==> src/rtl/switch_event_conditioner.sv <==
// switch_event_conditioner: synchronise, debounce and edge-detect slide switches,
// then release each rising edge as a single-cycle pulse aligned to the slow tick.
//   clk        fast board clock, all logic on its rising edge
//   reset      synchronous active-high reset, clears every register
//   tick       one-cycle strobe at FSM rate; events are released on it
//   sw_in      raw asynchronous switch levels
//   level_out  debounced level per channel
//   event_out  one-cycle pulse per debounced rising edge, in the cycle after a tick edge
//   overrun    sticky flag: a rising edge arrived while an event was still pending
module switch_event_conditioner #(
    parameter int N_CH      = 9,
    parameter int DB_CYCLES = 1000000,
    parameter int CNT_W     = 20
) (
    input  logic            clk,
    input  logic            reset,
    input  logic            tick,
    input  logic [N_CH-1:0] sw_in,
    output logic [N_CH-1:0] level_out,
    output logic [N_CH-1:0] event_out,
    output logic [N_CH-1:0] overrun
);
    logic [N_CH-1:0]  s1_q, s2_q, level_q, pend_q, ev_q, ovr_q;
    logic [CNT_W-1:0] cnt_q [N_CH];
    logic [N_CH-1:0]  flip, set_now;
    // A channel flips once its synchronised input has disagreed with the
    // debounced level for DB_CYCLES consecutive cycles.
    always_comb begin
        flip = '0;
        for (int i = 0; i < N_CH; i++)
            flip[i] = (s2_q[i] != level_q[i]) && (cnt_q[i] == CNT_W'(DB_CYCLES - 1));
        set_now = flip & ~level_q;
    end
    always_ff @(posedge clk) begin
        if (reset) begin
            s1_q    <= '0;
            s2_q    <= '0;
            level_q <= '0;
            pend_q  <= '0;
            ev_q    <= '0;
            ovr_q   <= '0;
            for (int i = 0; i < N_CH; i++)
                cnt_q[i] <= '0;
        end else begin
            s1_q    <= sw_in;
            s2_q    <= s1_q;
            level_q <= level_q ^ flip;
            for (int i = 0; i < N_CH; i++)
                cnt_q[i] <= (s2_q[i] == level_q[i] || flip[i]) ? '0 : cnt_q[i] + 1'b1;
            // An edge seen on a tick edge bypasses pending and fires straight away.
            ev_q   <= tick ? (pend_q | set_now) : '0;
            pend_q <= tick ? '0 : (pend_q | set_now);
            ovr_q  <= ovr_q | (tick ? '0 : (set_now & pend_q));
        end
    end
    assign level_out = level_q;
    assign event_out = ev_q;
    assign overrun   = ovr_q;
endmodule
==> config.mk <==
export PLATFORM = sky130hd
export DESIGN_NAME = switch_event_conditioner
export DESIGN_NICKNAME = d
export VERILOG_FILES = /design/src/rtl/switch_event_conditioner.sv
export SDC_FILE = /design/constraint.sdc
export NUM_CORES = 1
export LEC_CHECK = 0
export ABC_CLOCK_PERIOD_IN_PS = 5050
export BUFFER_PORTS_ARGS = -buffer_cell sky130_fd_sc_hd__buf_2
export CAP_MARGIN = 20
export CORE_MARGIN = 5
export CORE_UTILIZATION = 61
export DETAILED_ROUTE_END_ITERATION = 7
export GPL_ROUTABILITY_DRIVEN = 0
export MAX_ROUTING_LAYER = met4
export PLACE_DENSITY = 0.79
export SYNTH_ARGS = -nofsm -noshare
export SYNTH_HDL_FRONTEND = slang
export SYNTH_SLANG_ARGS = --single-unit
==> constraint.sdc <==
create_clock -name clk -period 5.05 [get_ports clk]
set_input_delay 1.2625 -clock clk [delete_from_list [all_inputs] [get_ports clk]]
set_output_delay 1.2625 -clock clk [all_outputs]
set_load 0.05 [all_outputs]
==> results list <==
- The run finished with clean final reports.
* Average via count per standard cell: 5.685
- Worst slew margin relative to its limit: 0.4877
- The number of antenna violations at the first check in global routing was 0.
- Average cell area after synthesis: 8.780 um^2
- Number of placed I/O pins: 39
- The worst setup path is captured at a primary output.
- Across every metal layer, demand over resource in global routing totals 0.2045.
* Clk buf depth: 3
- Standby leakage power: 3.399 nW
- The number of antenna diodes in the final layout is 0.
* Async SR Flop Fraction: 0
- The synthesized design contains 234 register bits.
* Tmin final: 2.511 ns
- In this run the post-CTS setup repair buffer count came out at 0.
- Summed over all failing endpoints, the final setup total negative slack is 0 ns.
* Most used flip-flop cell after synthesis: dfxtp_1
- Along the worst path, the maximum fanout reaches 4.
- For this design, the slowest cell found on the critical path is dfxtp_1.
- The area growth from synthesis to layout is 11.66%.
- Dividing the final minimum period by the clock period gives 0.4972.
- Root buffer cell: clkbuf_16
- In the layout the commonest cells are 234 x dfxtp_1, 161 x nor2_1, 79 x xnor2_1.
- For the worst setup path, the data arrival time is 1.25 ns.
- Grouping stages by cell kind, the critical path spends the most delay in flip-flops.
- Area fraction of the dominant cell type after synthesis: 0.4664
- For the pin with the worst max-slew slack, the measured transition is 0.7684 ns.
* Comb power frac: 0.012
- The first detailed-routing pass took 5 iterations.
* Global-route wire length before repair: 33620 um
- Of the cells placed in the final design, the portion with a size suffix greater than 1 is 0.1004.
* DRT antenna net count: 0
* DIE WIDTH: 138.3 um
- In this run, the number of DRC markers left after iteration 0 of detailed routing was 488.
- Of all cell types, the one taking the most synthesized area is dfxtp_1.
* Clock tree from TritonCTS: built
- Most common library cell in the layout ignoring fill and taps: dfxtp_1
- Distinct cells, synth: 50
- The initial utilization of the core area, before any placement, comes to 0.6144.
- Die height: 138.3 um
- The total count of max-transition violations in the final report was 0.
- The cell count after synthesis came out at 1144.
- For the worst setup path, the data required time is 3.79 ns.
* Crit path cell chain: buf_2
- For this run, the slowest stage of the critical path takes 0.43 ns.
- After synthesis the cells add up to 10040 um^2.
- Count of final hold-check violations: 0
- Max-cap violations in this run came to 0.
- Total placed instance area: 10360 um^2
- Detailed placement ended at an HPWL of 13150 um.
* Switching share of total power: 0.2013
- Worst path setup slack after routing: 2.539 ns
* Area used by multi-input combinational logic: 5025 um^2
- Number of warnings printed during yosys synthesis: 0
- CTS built an H-tree with a depth of 1.
* Post-synth net total: 1165
* Min-delay worst type: flop to flop
- Standard cell core area: 16350 um^2
- Routed wire length per instance: 13.80 um
- After floorplanning, the core was divided into 47 placement rows.
- Timing would allow up to 398.2 MHz.
- The die covers 19130 um^2.
* Power share of the sequential group: 0.493
- Of the total power, the clock network draws 0.496.
- Prior to clock tree synthesis, the placed netlist has a worst setup slack of 2.333 ns.
- Setup Viol. Count Final: 0
- The final layout contains routed wiring with a total length of 19530 um.
- Count of flip-flops with a built-in enable after synthesis: 0
* Insertion delay to the later sink of the worst-skew pair: 0.52 ns
* CTS clock-pin slew for the worst setup and hold paths: 0.06 ns
- TritonCTS created 25 clock buffers.
- Remaining global-route overflow: 0
* Pin count of the biggest net entering global routing: 31
- The number of global-route vias before repair came to 7295.
- In the final design database the tool counted 1198 nets.
- VDD sags by at most 0.0003056 V.
- Clock sink count: 234
* Register area: 4684 um^2
* DRC Markers: 0
* Count of hold-fix buffers inserted at cts: 0
- The critical path is of the flop to primary output type.
- Net Sw Power: 0.7604 mW
- Startpoint type of the worst setup path: flop
- Dividing total power by cell area gives a power density of 336.7 nW/um^2.
* I/O Buffers: 38
* Number of instances resized during post-cts repair: 0
* Layout Cell Area excl Fill: 11220 um^2
- On the final layout, the worst hold slack is 0.4354 ns.
- Fillers: 1365
* Setup repair after global routing missed its margin: false
* Internal Pwr Total: 3.016 mW
* CP Buf/Inv Count: 1
- The final route contains 8044 vias.
* Sequential-to-total area share from yosys stat: 0.4664
* Clock skew: 0.01118 ns
* Ranking of synthesized cells by area: dfxtp_1 47%, xnor2_1 6.9%, nor2_1 6.0%
==> flip-flops by register name, indices dropped and copies added (netlist names), named ones only <==
name and cells:
pend_q 9, overrun 9, s1_q 9, event_out 9
cnt_q 180, s2_q 9
==> cell usage after synthesis (7+ instances only) <==
library cell	number
a41oi_1	8
nor2_1	161
nor3_1	18
buf_2	10
inv_1	39
o21ai_0	39
xnor2_1	79
dfxtp_1	234
a31oi_1	9
and3_1	11
nor4_1	27
or3_1	44
or4b_2	7
a21oi_1	71
or4_1	37
or2_2	8
ha_1	9
nand4_1	25
nand2_1	57
xor2_1	31
nor2b_1	37
nand3_1	74
o31ai_1	27
clkbuf_1	19
==> kinds of logic (layout without fill, tap and decap cells) <==
| family | after synthesis | after routing | synth area share |
|---|---|---|---|
| AND/OR/NAND/NOR | 549 | 549 | 0.2951 |
| AO/OA/AOI/OAI | 166 | 166 | 0.09803 |
| flip-flops | 234 | 234 | 0.4664 |
| XOR/XNOR | 110 | 110 | 0.09591 |
| adder cells (fa/ha/maj) | 9 | 9 | 0.01121 |
| buffers and inverters | 76 | 127 | 0.03338 |
==> stage by stage <==
stage          power [mW]    util  std cells
2_1_floorplan       1.932       -       1144
3_3_place_gp        1.944  0.6336       1370
3_5_place_dp        1.946  0.6336       1370
4_1_cts             3.822  0.6861       1415
5_1_grt             3.914  0.6861       1415
6_report            3.777  0.6861       1415
==> layout make-up <==
class / count / area share
inverters: 39 / 0.01305
flip-flops and latches: 234 / 0.4177
clock inverters: 12 / 0.01261
well taps: 220 / 0.02454
clock buffers: 33 / 0.06381
repair buffers: 43 / 0.02030
multi-input cells: 834 / 0.4480
==> per-layer routing <==
layer / vias up / part of all wire / track usage
li1: 4127 / - / -
met1: 3732 / 0.47 / 0.2646
met2: 151 / 0.47 / 0.3363
met3: 34 / 0.039 / 0.03453
met4: 0 / 0.020 / 0.05044
met5: - / 0 / -
==> power groups by stage <==
stage	sequential [mW]	clock, mW	combinational, mW
after floorplan	1.90	0	0.0325
after global placement	1.90	0	0.0434
after detailed placement	1.90	0	0.0441
after CTS	1.86	1.92	0.0444
after global routing	1.86	2.00	0.0492
final	1.86	1.87	0.0437
==> final timing paths <==
kind	startpoint	endpoint	slack, ns	cells past startpoint
min	s1_q[2]	s2_q[2]	0.44	1
max reg2reg	cnt_q[0][149]	cnt_q[0][153]	2.61	5
max	flop	level_out[0]	2.54	1
min reg2reg	s1_q[2]	s2_q[2]	0.44	1
No activity file was read; power rests on OpenSTA's default activity.
